$ cat src/rtl/cacheline_adapter_pkg.sv
// Shared types and sizing for the cache-line to burst-bus adapter.
package cacheline_adapter_pkg;

  localparam int LINE_W     = 256;
  localparam int BURST_W    = 64;
  localparam int OFFSET_W   = 5;
  localparam int BEATS      = LINE_W / BURST_W;
  localparam int BEAT_IDX_W = (BEATS > 1) ? $clog2(BEATS) : 1;

  typedef enum logic [2:0] {
    IDLE,
    READ,
    WRITE,
    RESP,
    GUARD
  } state_t;

  // A single-beat line still needs a 1-bit counter.
  function automatic int idx_width(input int beats);
    return (beats > 1) ? $clog2(beats) : 1;
  endfunction

endpackage

$ cat src/rtl/cacheline_adapter_beat_buffer.sv
// Line storage: the assembled read line (written one beat at a time) and the
// captured write line (loaded whole, read back one beat at a time).
module cacheline_adapter_beat_buffer
  import cacheline_adapter_pkg::*;
#(
  parameter int S_LINE  = LINE_W,
  parameter int S_BURST = BURST_W,
  parameter int IDX_W   = BEAT_IDX_W
) (
  input  logic               i_clk,
  input  logic               i_rst,
  input  logic               i_load,
  input  logic [IDX_W-1:0]   i_idx,
  input  logic [S_BURST-1:0] i_din,
  input  logic               i_cap,
  input  logic [S_LINE-1:0]  i_cap_line,
  output logic [S_BURST-1:0] o_wbeat,
  output logic [S_LINE-1:0]  o_rline
);

  localparam int NB = S_LINE / S_BURST;

  logic [S_BURST-1:0] w_wr_slot [NB];

  genvar gi;
  generate
    for (gi = 0; gi < NB; gi++) begin : g_slot
      logic [S_BURST-1:0] r_rd;
      logic [S_BURST-1:0] r_wr;

      always_ff @(posedge i_clk or posedge i_rst) begin
        if (i_rst) begin
          r_rd <= '0;
          r_wr <= '0;
        end else begin
          if (i_load && (i_idx == IDX_W'(gi))) r_rd <= i_din;
          if (i_cap) r_wr <= i_cap_line[gi*S_BURST +: S_BURST];
        end
      end

      assign o_rline[gi*S_BURST +: S_BURST] = r_rd;
      assign w_wr_slot[gi]                  = r_wr;
    end
  endgenerate

  assign o_wbeat = w_wr_slot[i_idx];

endmodule

$ cat src/rtl/cacheline_adapter.sv
// Accepts a full-line read/write on the pmem port and runs it as a fixed-order
// beat burst on the narrow memory bus, answering with a one-cycle pmem_resp.
module cacheline_adapter
  import cacheline_adapter_pkg::*;
#(
  parameter int S_LINE   = LINE_W,
  parameter int S_BURST  = BURST_W,
  parameter int S_OFFSET = OFFSET_W
) (
  input  logic               i_clk,
  input  logic               i_reset,
  input  logic               i_pmem_read,
  input  logic               i_pmem_write,
  input  logic [31:0]        i_pmem_addr,
  input  logic [S_LINE-1:0]  i_pmem_wdata,
  output logic [S_LINE-1:0]  o_pmem_rdata,
  output logic               o_pmem_resp,
  output logic               o_pmem_error,
  output logic               o_burst_read,
  output logic               o_burst_write,
  output logic [31:0]        o_burst_addr,
  output logic [S_BURST-1:0] o_burst_wdata,
  input  logic [S_BURST-1:0] i_burst_rdata,
  input  logic               i_burst_resp,
  input  logic               i_burst_error
);

  localparam int                NB    = S_LINE / S_BURST;
  localparam int                IDX_W = idx_width(NB);
  localparam logic [IDX_W-1:0]  LAST  = IDX_W'(NB - 1);
  localparam logic [31:0]       MASK  = ~((32'd1 << S_OFFSET) - 32'd1);

  state_t           r_state, w_state_next;
  logic [IDX_W-1:0] r_cnt, w_cnt_next;
  logic             r_err, w_err_next;
  logic [31:0]      r_addr, w_addr_next;
  logic             w_cap;
  logic             w_load;

  always_ff @(posedge i_clk or posedge i_reset) begin
    if (i_reset) begin
      r_state <= IDLE;
      r_cnt   <= '0;
      r_err   <= 1'b0;
      r_addr  <= '0;
    end else begin
      r_state <= w_state_next;
      r_cnt   <= w_cnt_next;
      r_err   <= w_err_next;
      r_addr  <= w_addr_next;
    end
  end

  always_comb begin
    w_state_next = r_state;
    w_cnt_next   = r_cnt;
    w_err_next   = r_err;
    w_addr_next  = r_addr;
    w_cap        = 1'b0;
    w_load       = 1'b0;
    case (r_state)
      IDLE: begin
        if (i_pmem_read ^ i_pmem_write) begin
          w_addr_next  = i_pmem_addr & MASK;
          w_cnt_next   = '0;
          w_err_next   = 1'b0;
          w_cap        = i_pmem_write;
          w_state_next = i_pmem_read ? READ : WRITE;
        end else if (i_pmem_read && i_pmem_write) begin
          // Conflicting request: fail it without touching the bus.
          w_err_next   = 1'b1;
          w_state_next = RESP;
        end
      end
      READ, WRITE: begin
        if (i_burst_error) begin
          w_err_next   = 1'b1;
          w_state_next = RESP;
        end else if (i_burst_resp) begin
          w_load = (r_state == READ);
          // Completion comes from the pre-increment count, not the wrap.
          if (r_cnt == LAST) begin
            w_cnt_next   = '0;
            w_state_next = RESP;
          end else begin
            w_cnt_next = r_cnt + 1'b1;
          end
        end
      end
      RESP:    w_state_next = GUARD;
      GUARD:   w_state_next = IDLE;
      default: w_state_next = IDLE;
    endcase
  end

  cacheline_adapter_beat_buffer #(
    .S_LINE  (S_LINE),
    .S_BURST (S_BURST),
    .IDX_W   (IDX_W)
  ) u_buf (
    .i_clk      (i_clk),
    .i_rst      (i_reset),
    .i_load     (w_load),
    .i_idx      (r_cnt),
    .i_din      (i_burst_rdata),
    .i_cap      (w_cap),
    .i_cap_line (i_pmem_wdata),
    .o_wbeat    (o_burst_wdata),
    .o_rline    (o_pmem_rdata)
  );

  assign o_burst_read  = (r_state == READ);
  assign o_burst_write = (r_state == WRITE);
  assign o_burst_addr  = r_addr;
  assign o_pmem_resp   = (r_state == RESP);
  assign o_pmem_error  = (r_state == RESP) && r_err;

endmodule
$ cat config.mk
export PLATFORM = sky130hd
export DESIGN_NAME = cacheline_adapter
export DESIGN_NICKNAME = d
export VERILOG_FILES = /design/src/rtl/cacheline_adapter_pkg.sv /design/src/rtl/cacheline_adapter_beat_buffer.sv /design/src/rtl/cacheline_adapter.sv
export SDC_FILE = /design/constraint.sdc
export NUM_CORES = 1
export LEC_CHECK = 0
export CORE_AREA = 2 2 281 283
export DETAILED_ROUTE_END_ITERATION = 8
export DIE_AREA = 0 0 283 285
export PLACE_DENSITY_LB_ADDON = 0.25
export SLEW_MARGIN = 20
export SYNTH_ARGS = -nofsm -noshare
export SYNTH_HDL_FRONTEND = slang
export SYNTH_HIERARCHICAL = 1
export SYNTH_SLANG_ARGS = --single-unit
$ cat constraint.sdc
create_clock -name i_clk -period 22.6 [get_ports i_clk]
set_input_delay 5.65 -clock i_clk [delete_from_list [all_inputs] [get_ports i_clk]]
set_output_delay 5.65 -clock i_clk [all_outputs]
set_load 0.01 [all_outputs]
* Word-level counts from Yosys, hierarchy flattened
Index checks and enable logic that the tools add are counted.
Operators by class: add/subtract/negate cells 1, $lt $le $gt $ge 1, equality and inequality tests 13, multiplexer cells 24, bitwise logic cells 2, reductions and logical operators 14
Operators with widths (number):
- $bmux W64 S2 | 1
- $mux W64 | 2
- $mux W3 | 5
- $mux W2 | 5
- $ne A3 B3 Y1 const B | 3
- $pmux W3 S3 | 1
- $mux W1 | 8
- $ne A2 B2 Y1 const B | 4
- $eq A3 B2 Y1 const B | 2
- $logic_and A1 B1 Y1 | 6
- $reduce_and A3 Y1 | 2
- $eq A2 B2 Y1 const B | 2
- $pmux W2 S2 | 1
- $reduce_and A4 Y1 | 1
- $eq A3 B1 Y1 const B | 1
- $ge A3 B3 Y1 const B | 1
- $logic_not A3 Y1 | 1
- $not A2 Y3 | 1
- $add A2 B1 Y2 const B | 1
- $eq A2 B1 Y1 const B | 1
- $logic_not A2 Y1 | 1
- $pmux W1 S2 | 1
- $reduce_and A2 Y1 | 1
- $reduce_bool A2 Y1 | 1
- other kinds (2) | 2
Storage, ports and cells: flip-flop bits (word level) 545, input port bits 358, output and inout bits 356, logic and storage cells 67

* Depth between registers and ports, before layout
depth in word-level cells 5, mapped depth 8, depth with buffers taken out 5

* Modules after synthesis
The synthesis kept the hierarchy.
By module, submodules not included:
- cacheline_adapter_beat_buffer | instances 1, cells an instance 1162, area an instance 20508.4 um^2, seq. area each 12812.3 um^2
- cacheline_adapter | instances 1, cells an instance 111, area an instance 1498.9 um^2, seq. area each 825.8 um^2

* Worst setup path after synthesis
No wires, ideal clock.
kind input port to flip-flop, from in i_pmem_read, to reg u_buf.g_slot[0].r_wr[0], setup time 0.125 ns, arrival 7.075 ns, data required time 22.475 ns, slack 15.400 ns, stages on the path 6, path buffers 2, cell sequence inv_1 -> ha_1 -> nor4b_1 -> clkbuf_1 -> buf_2 -> mux2_2
On the way: longest elaborated chain between the ends 3
Ends and longest elaborated chain:
- from (decl) | line cacheline_adapter.sv:12 | input logic i_pmem_read,
- $xor A1 B1 Y1 | line cacheline_adapter.sv:63 | if (i_pmem_read ^ i_pmem_write) begin
- $mux W1 | line cacheline_adapter.sv:63
- $mux W1 | line cacheline_adapter.sv:61 | case (r_state)
- net w_cap | line cacheline_adapter.sv:37 | logic w_cap;
- to (signal assigned) | line cacheline_adapter_beat_buffer.sv:37 | if (i_cap) r_wr <= i_cap_line[gi*S_BURST +: S_BURST];
- to (decl) | line cacheline_adapter_beat_buffer.sv:29 | logic [S_BURST-1:0] r_wr;
The timed path passes the listed nets, and every way through them passes these cells. A chain may end at the register's enable or synchronous reset.

* Final worst setup path
from reg r_cnt[1], to out o_burst_wdata[59]
On the way: longest elaborated chain between the ends 4
Ends and longest elaborated chain:
- from (decl) | line cacheline_adapter.sv:34 | logic [IDX_W-1:0] r_cnt, w_cnt_next;
- from (signal assigned) | line cacheline_adapter.sv:48 | r_cnt <= w_cnt_next;
- $not A2 Y3 (implied by the code) | line cacheline_adapter_beat_buffer.sv:46 | assign o_wbeat = w_wr_slot[i_idx];
- $bmux W64 S2 | line cacheline_adapter_beat_buffer.sv:46
- $mux W64 (implied by the code) (2 in series) | line cacheline_adapter_beat_buffer.sv:46
- to (decl) | line cacheline_adapter.sv:22 | output logic [S_BURST-1:0] o_burst_wdata,
Every way passes these cells. The select of a mux whose other input is x is not followed.

==> impl_metrics.yaml <==
worst_setup_path:
  critPathCaptureType: "output port"
  path_class: "reg -> out"
  critPathRequiredTime_ns: 16.95
  path_max_fanout: 43
  crit_path_start: "r_cnt[1]"
  cp-endpoint: "o_burst_wdata[59]"
  r2r-start: "r_state[1]"
  cp-start-kind: "register"
  r2r_setup_slack_ns: 18.87
  timing.rr.end: "u_buf/g_slot[2].r_wr[43]"
  r2r_cells: 4
  cp.arrival_ns: 3.59
cells_and_area:
  drive_above_1_share_pct: 35.49
  fin_cells: 3084
  nFillCells: 7196
  area_growth_pct: 45.78
  fin_nets: 2344
yosys:
  synth_area_um2: 22010
  synth_cell_types: 28
  synth_top_cell_area_share_pct: 61.97
  synth.avg_cell_area_um2: 17.29
  ys_seq_area_share_pct: 61.97
  synth_area_leaders: "dfrtp_1 (62%), mux2_2 (27%), mux4_2 (6.5%), buf_2 (1.0%), buf_4 (0.65%)"
  ys_seq_elements: 545
  yosysWarnings: 6
  synth_top_area_cell: "dfrtp_1"
  synthCells: 1273
routing:
  post-route-drc-count: 0
  dr_total_vias: 13680
  post_drt_wl_per_cell_um: 21.52
  drt_iter0_markers: 513
  ant_nets: 0
  via_per_inst: 4.436
  drt-pass1-iter-count: 4
  drt_wl_total_mm: 66.38
clock_tree:
  cts_setup_buffers: 0
  tritoncts: "done"
  cts_made_buffers: 61
  htreeDepth: 2
  clk_pin_slew_worst_paths_ns: 0.06
  worstSkewPairLatency_ns: 0.61
  cts.sinks: 545
  cts_resized: 0
  cts-root-buf: "clkbuf_16"
  cts.path.max_buffers: 3
  ctsHoldBuffers: 0
timing:
  final.min_clock_period_ns: 9.244
  max_freq_mhz: 108.2
  fin_crit_sh_pct: 40.90
  finalHoldViolations: 0
  clock_skew_ns: 0.01994
  drv_slew: 0
  rsz0062_at_grt: "no"
  setup_viol: 0
  worstMarginPinSlew_ns: 1.220
  relSlewSlack_pct: 18.68
  setup_slack_ns: 13.36
  tns_ns: 0
floorplanning:
  dieWidth_um: 283
  core_um2: 77970
  start_util_pct: 28.23
  fp.dieArea_um2: 80660
  pin_count: 714
  chipHeight_um: 285
  rows: 103
run:
  max-cap-violations: 0
place:
  post-place-ws_ns: 13.27
  dp_hpwl_mm: 48.09
  place_inst: 2968
  io_buffers: 703
  gp_congestion: 0.8131
power:
  ir_drop_uv: 69.18
  p_leak_nw: 13.53
  cellPowerDensity_nw_per_um2: 136.7
outcome:
  status: "completed"
hold_path:
  hold_class: "reg -> reg"
global_routing:
  antenna_found_initial: 9
  gr-total-overflow: 0
  globalRouteTotalUtil_pct: 16.16
  grt_pass1_vias: 15140
  grt_pass1_wl_mm: 99.31
  grt_max_degree: 178
==> through the flow <==
step                total power, mW  util, %  hold slack (ns)  cell area, µm²
detailed placement            3.428    38.53           0.4896           30050
global placement              3.381    38.53           0.4762           30050
global route                  4.621    41.15           0.5065           32080
finish                        4.385    41.15           0.4995           32080
floorplan                     2.484        -           0.4752           22020
CTS                           4.464    41.12           0.5030           32060
==> cell usage in the layout (no fill, tap or decap), types with 6 or more instances in the layout <==
master           count
buf_4               17
bufinv_16            6
clkbuf_1            14
clkbuf_16           61
clkbuf_8            13
clkdlybuf4s50_1    703
clkinv_2            11
dfrtp_1            543
diode_2              8
mux2_1               7
mux2_2             534
mux4_2              64
==> Yosys cell counts, drive strengths merged <==
cell    instances
a21oi           4
a311oi          1
and2            2
and3b           3
buf            76
clkbuf          4
conb            1
dfrtp         545
ha              5
inv             5
mux2          541
mux4           64
nand2b          2
nand3           1
nand3b          2
nor2            4
nor2b           2
nor3b           2
nor4b           2
nor4bb          1
o21bai          2
or3b            2
or4b            1
xnor2           1
==> report_power, final <==
part	switching [mW]	leakage [nW]	internal, mW
logic	0.629	5.72	1.08
registers	0.251	6.82	1.42
clock network	0.401	0.994	0.603
==> flip-flops by register name, indices dropped and copies added (netlist names) <==
signal,flops
o_burst_addr,27
r_cnt,2
r_err,1
r_state,3
u_buf/g_slot.r_rd,256
u_buf/g_slot.r_wr,256
==> worst min-delay path by stage <==
stage                        startpoint                        to  depth (start not counted)
2_1_floorplan   u_buf/g_slot[1].r_wr[0]   u_buf/g_slot[1].r_wr[0]                          1
3_3_place_gp   u_buf/g_slot[3].r_rd[49]  u_buf/g_slot[3].r_rd[49]                          1
3_5_place_dp   u_buf/g_slot[3].r_rd[51]  u_buf/g_slot[3].r_rd[51]                          1
4_1_cts        u_buf/g_slot[3].r_rd[51]  u_buf/g_slot[3].r_rd[51]                          1
5_1_grt        u_buf/g_slot[1].r_wr[35]  u_buf/g_slot[1].r_wr[35]                          1
6_report       u_buf/g_slot[1].r_wr[15]  u_buf/g_slot[1].r_wr[15]                          1
==> cells by family after synthesis <==
logic type	synth area share (%)
AO/OA/AOI/OAI	0.1990
XOR/XNOR	0.03980
adder cells (fa/ha/maj)	0.2843
buffers and inverters	2.439
flip-flops	61.97
multiplexers	34.23
other	0.01704
AND/OR/NAND/NOR	0.8186
==> layout make-up <==
type / instances / area [µm²] / area share, %
diodes: 8 / 20.02 / 0.06240
clock buffers: 88 / 1758 / 5.480
clock inverters: 20 / 259.0 / 0.8073
inverters: 5 / 26.28 / 0.08190
multi-input cells: 647 / 7875 / 24.55
flip-flops and latches: 545 / 13650 / 42.53
well taps: 1050 / 1314 / 4.095
repair buffers: 721 / 7184 / 22.39
==> per-layer routing <==
metal	vias up	part of all wire [%]	GRT usage [%]	wire length (µm)
met2	366	54	29.94	35960
met3	107	5.7	4.224	3792
li1	6057	-	-	-
met5	-	0	0	0
met4	0	3.1	5.891	2082
met1	7150	37	17.69	24550
==> critical path, stage by stage, from the launching register on <==
cell	delay (ns)
dfrtp_4	1.03
buf_4	0.65
mux4_2	0.59
clkdlybuf4s50_1	0.57
Note: power is estimated with default switching activity, not from simulation.
==> patch 1 (same settings) <==
Reset style: synchronous (`i_reset` and `i_rst`), changed in 2 clocked blocks.
--- a/src/rtl/cacheline_adapter_beat_buffer.sv
+++ b/src/rtl/cacheline_adapter_beat_buffer.sv
@@ -28,7 +28,7 @@
       logic [S_BURST-1:0] r_rd;
       logic [S_BURST-1:0] r_wr;
 
-      always_ff @(posedge i_clk or posedge i_rst) begin
+      always_ff @(posedge i_clk) begin
         if (i_rst) begin
           r_rd <= '0;
           r_wr <= '0;
--- a/src/rtl/cacheline_adapter.sv
+++ b/src/rtl/cacheline_adapter.sv
@@ -37,7 +37,7 @@
   logic             w_cap;
   logic             w_load;
 
-  always_ff @(posedge i_clk or posedge i_reset) begin
+  always_ff @(posedge i_clk) begin
     if (i_reset) begin
       r_state <= IDLE;
       r_cnt   <= '0;
Formal check against the unedited RTL: differs if i_reset is asserted again (counterexample within 4 cycles, from zero or initial values and one cycle with i_reset high); with i_reset held inactive, the same outputs for 4 cycles.
==> patch 1 against the original RTL <==
Die area unchanged. Worst setup slack improved by 0.14 ns. Count of clock-buffer cells in the layout increased by 8. Sequential cell count unchanged. Synthesized area increased by 0.98%. Largest cell class unchanged. Wire length increased by 14%. Cell area decreased by 0.35%.
Power is not compared: it rests on default switching activity, and its combinational part moved more than twofold at a synthesized area within 25%.
==> patch 1: results (changes against the original RTL) <==
- The run finished with clean final reports.
- The area fraction in compound gates after synthesis is 0.0131 (+0.0111).
- The worst register-to-register path begins at r_state[0].
- The post-DP HPWL is 54.4 mm (+13%).
- The cell count of the worst reg-to-reg path came to 6 (+2).
- The first-pass GRT wire length is 113 mm (+14%).
- The pre-CTS setup slack is 13.66 ns (+0.385 ns).
- The worst register-to-register path ends at u_buf/g_slot[2].r_wr[32].
- The number of antenna cells inserted came to 5 (-3).
- The hold-critical path depth is 2 (+1).
- The worst-skew pair later-pin latency was 0.63 ns (+0.02 ns).
- The met2 demand-to-capacity share in global routing is 0.318 (+0.0184).
- The final routed wire length divided by cell count is 20.3 microns (-5.7%).
- The beginning of the worst hold path is o_burst_addr[29].
- The end-of-flow core utilization is 0.410 (-0.00144).
- Ranked by total cell area, the synthesized netlist is headed by sky130_fd_sc_hd__dfxtp_1, sky130_fd_sc_hd__mux2i_1, sky130_fd_sc_hd__nand2b_1.
- The highest metal layer used by the detailed router is met5.
- The net count of the finished layout was 2980 (+27%).
- For hold timing, the worst endpoint is o_burst_addr[29].
- The post-route met1 wirelength came to 30.5 mm (+24%).
- The area of all placed cells without fillers came to 32000 sq um (-0.35%).
- The met2 layer wire length in the routed design was 37.2 mm (+3.4%).
- The worst-case register-to-register setup slack is 19.27 ns (+0.40 ns).
- The detailed router's first-iteration violation count is 728 (+42%).
- The met1 demand-to-capacity share in global routing is 0.209 (+0.0321).
- The proportion of cell area occupied by multi-input gates is 0.325 (+0.0793).
- The standard cell with the maximum stage delay on the critical path is sky130_fd_sc_hd__dfxtp_4.
- The setup skew after layout is 0.0246 ns (+0.00470 ns).
- The capture point of the critical path is o_burst_wdata[38].
- The post-placement cell count is 3604 (+21%).
- The mux cell area share after synthesis is 0.296 (-0.0464).
- The standard cell area after detailed placement is 29800 sq um (-0.77%).
- The worst stage delay on the critical path is 0.92 ns (-0.11 ns).
- The largest net degree at the start of global routing is 135 (-24%).
- The portion of the layout cell area used by non-clock buffers is 0.225 (+0.000711).
- The data arrival time at the worst-slack endpoint is 3.45 ns (-0.14 ns).
patch 1: cell types whose count changed in the layout (fill, tap and decap cells not counted), moves of 4 or more:
cell | before | now
sky130_fd_sc_hd__mux2_1 | 7 | 0
sky130_fd_sc_hd__nor3_1 | 0 | 4
sky130_fd_sc_hd__nand2_2 | 0 | 21
sky130_fd_sc_hd__a21oi_1 | 4 | 8
sky130_fd_sc_hd__dfxtp_1 | 0 | 543
sky130_fd_sc_hd__nor2_1 | 4 | 262
sky130_fd_sc_hd__dfrtp_1 | 543 | 0
sky130_fd_sc_hd__mux2_2 | 534 | 0
sky130_fd_sc_hd__clkbuf_8 | 13 | 22
sky130_fd_sc_hd__nand2_1 | 0 | 34
sky130_fd_sc_hd__nand2b_1 | 2 | 324
sky130_fd_sc_hd__a21oi_2 | 0 | 20
sky130_fd_sc_hd__mux2i_1 | 0 | 513
==> patch 2 (same flow settings) <==
Made on the original files. `BURST_W`: 64 -> 32.
--- a/src/rtl/cacheline_adapter_pkg.sv
+++ b/src/rtl/cacheline_adapter_pkg.sv
@@ -2,7 +2,7 @@
 package cacheline_adapter_pkg;
 
   localparam int LINE_W     = 256;
-  localparam int BURST_W    = 64;
+  localparam int BURST_W    = 32;
   localparam int OFFSET_W   = 5;
   localparam int BEATS      = LINE_W / BURST_W;
   localparam int BEAT_IDX_W = (BEATS > 1) ? $clog2(BEATS) : 1;
Ports: changed (resized i_burst_rdata and o_burst_wdata); port bits go from 714 to 650. No check against the original RTL was run, so the function may have changed too.
==> patch 2 against the original RTL <==
Worst setup slack got worse by 0.31 ns. Largest cell class unchanged. Sequential cell count increased by 1. Power down 8.1%. Synthesized area grew 2.4%. Count of clock-buffer cells in the layout rose by 10. Critical endpoint is now o_burst_wdata[2]. Critical path depth is 1 higher. Fmax fell by 3.3%. Wire length up 1.2%. Cell area is 0.50% lower.
==> patch 2: results (changes against the original RTL) <==
- The run finished with clean final reports.
- The number of input and output port buffers inserted was 639 (-9.1%).
- The setup skew after layout is 0.0116 ns (-0.00837 ns).
- The cell count of the worst reg-to-reg path is 5 (+1).
- The worst-case register-to-register setup slack is 18.67 ns (-0.20 ns).
- The global-route met3 utilization is 0.0398 (-0.00248).
- The post-route met1 wirelength came to 26.5 mm (+7.8%).
- The worst hold path terminates at u_buf/g_slot[1].r_rd[13].
- The first-pass GRT wire length is 101 mm (+1.8%).
- The fraction of the yosys area taken by sequential cells was 0.606 (-0.0134).
- The number of global-route vias before repair is 15.4k (+1.7%).
- In this run the critical register-to-register path is captured at u_buf/g_slot[1].r_wr[27].
- The internal power came to 0.00287 W (-7.5%).
- The static power due to leakage was 13.6 nW (+0.71%).
- The combinational power is 0.00148 W (-13%).
- The largest net degree at the start of global routing is 126 (-29%).
- The highest metal layer used by the detailed router is met5.
- The layout cell share with drive strength beyond 1 is 0.371 (+0.0156).
- The non-filler instance count after layout was 3062 (-0.71%).
- The highest fanout seen on the critical path is 45 (+4.7%).
- The synthesized instance count is 1321 (+3.8%).
- The worst slew slack as a fraction of its limit is 0.310 (+0.124).
- The data arrival time at the worst-slack endpoint is 3.91 ns (+0.32 ns).
- The detailed router's first-iteration violation count was 501 (-2.3%).
- The worst stage delay on the critical path is 1.06 ns (+0.03 ns).
- After synthesis, the most frequently instantiated cells are sky130_fd_sc_hd__mux2_2, sky130_fd_sc_hd__dfrtp_1, sky130_fd_sc_hd__mux4_2.
- The beginning of the worst hold path is u_buf/g_slot[1].r_rd[13].
- The overall global routing resource usage came to 0.164 (+0.00285).
- The post-detailed-route via-to-cell ratio is 4.50 (+1.5%).
- The met2 demand-to-capacity share in global routing is 0.294 (-0.00496).
- The global placement routability congestion is 0.776 (-4.6%).
- The distinct cell type count of the synthesized netlist was 34 (+21%).
- The final routed wirelength across all metal layers came to 67.2 mm (+1.2%).
- The pre-CTS setup slack was 13.04 ns (-0.228 ns).
- The number of filler cells placed in the layout came to 7169 (-0.38%).
- In the post-synthesis netlist, the biggest area contributors are sky130_fd_sc_hd__dfrtp_1, sky130_fd_sc_hd__mux2_2, sky130_fd_sc_hd__mux4_2.
- The worst supply voltage drop on vdd was 0.0000614 V (-11%).
- The met2 layer wire length in the routed design is 35.0 mm (-2.7%).
[patch 2: changes by cell type after synthesis, sizes merged, moves of 3 or more]
| cell | delta |
|---|---|
| and3b | -3 |
| mux2 | +33 |
| nor2 | +3 |
| nor4bb | +3 |
| buf | +4 |
| nand4b | +3 |
[patch 2: metrics by stage]
step	hold slack, ns	instance area, sq um	util	total power [W]
final	0.484	31900	0.409	0.00403
after global routing	0.496	31900	0.409	0.00425
after CTS	0.487	31900	0.409	0.00410
after detailed placement	0.474	30000	0.384	0.00310
after global placement	0.467	29900	0.384	0.00305
after floorplan	0.475	22600	-	0.00238
[patch 2: worst max path at each step]
stage / startpoint / to / slack, ns / depth (start not counted)
after floorplan: i_reset / u_buf/g_slot[0].r_rd[0] / 2.65 / 1
after global placement: i_reset / u_buf/g_slot[4].r_wr[0] / 13.16 / 5
after detailed placement: i_reset / u_buf/g_slot[4].r_wr[0] / 13.04 / 5
after CTS: r_cnt[0] / o_burst_wdata[2] / 12.85 / 4
after global routing: r_cnt[0] / o_burst_wdata[5] / 12.74 / 4
final: r_cnt[0] / o_burst_wdata[2] / 13.04 / 4
[patch 2: layout make-up]
class,count,area [sq um],area share
antenna,4,10.0,0.000314
clock buffer,98,1820,0.0569
clock inverter,12,143,0.00447
inverter,6,30.0,0.000941
multi-input combinational,687,8390,0.263
sequential,546,13700,0.428
tap,1050,1310,0.0412
timing repair buffer,659,6550,0.205
[patch 2: cell families after synthesis]
logic type / after synthesis / synth area share
xor gates and xnor gates: 1 / 0.000389
AOI/OAI and AO/OA: 7 / 0.00183
and+or+nand+nor: 31 / 0.0119
buffers and inverters: 92 / 0.0245
other: 1 / 0.000166
muxes: 638 / 0.352
DFF: 546 / 0.606
adders and majority gates: 5 / 0.00278
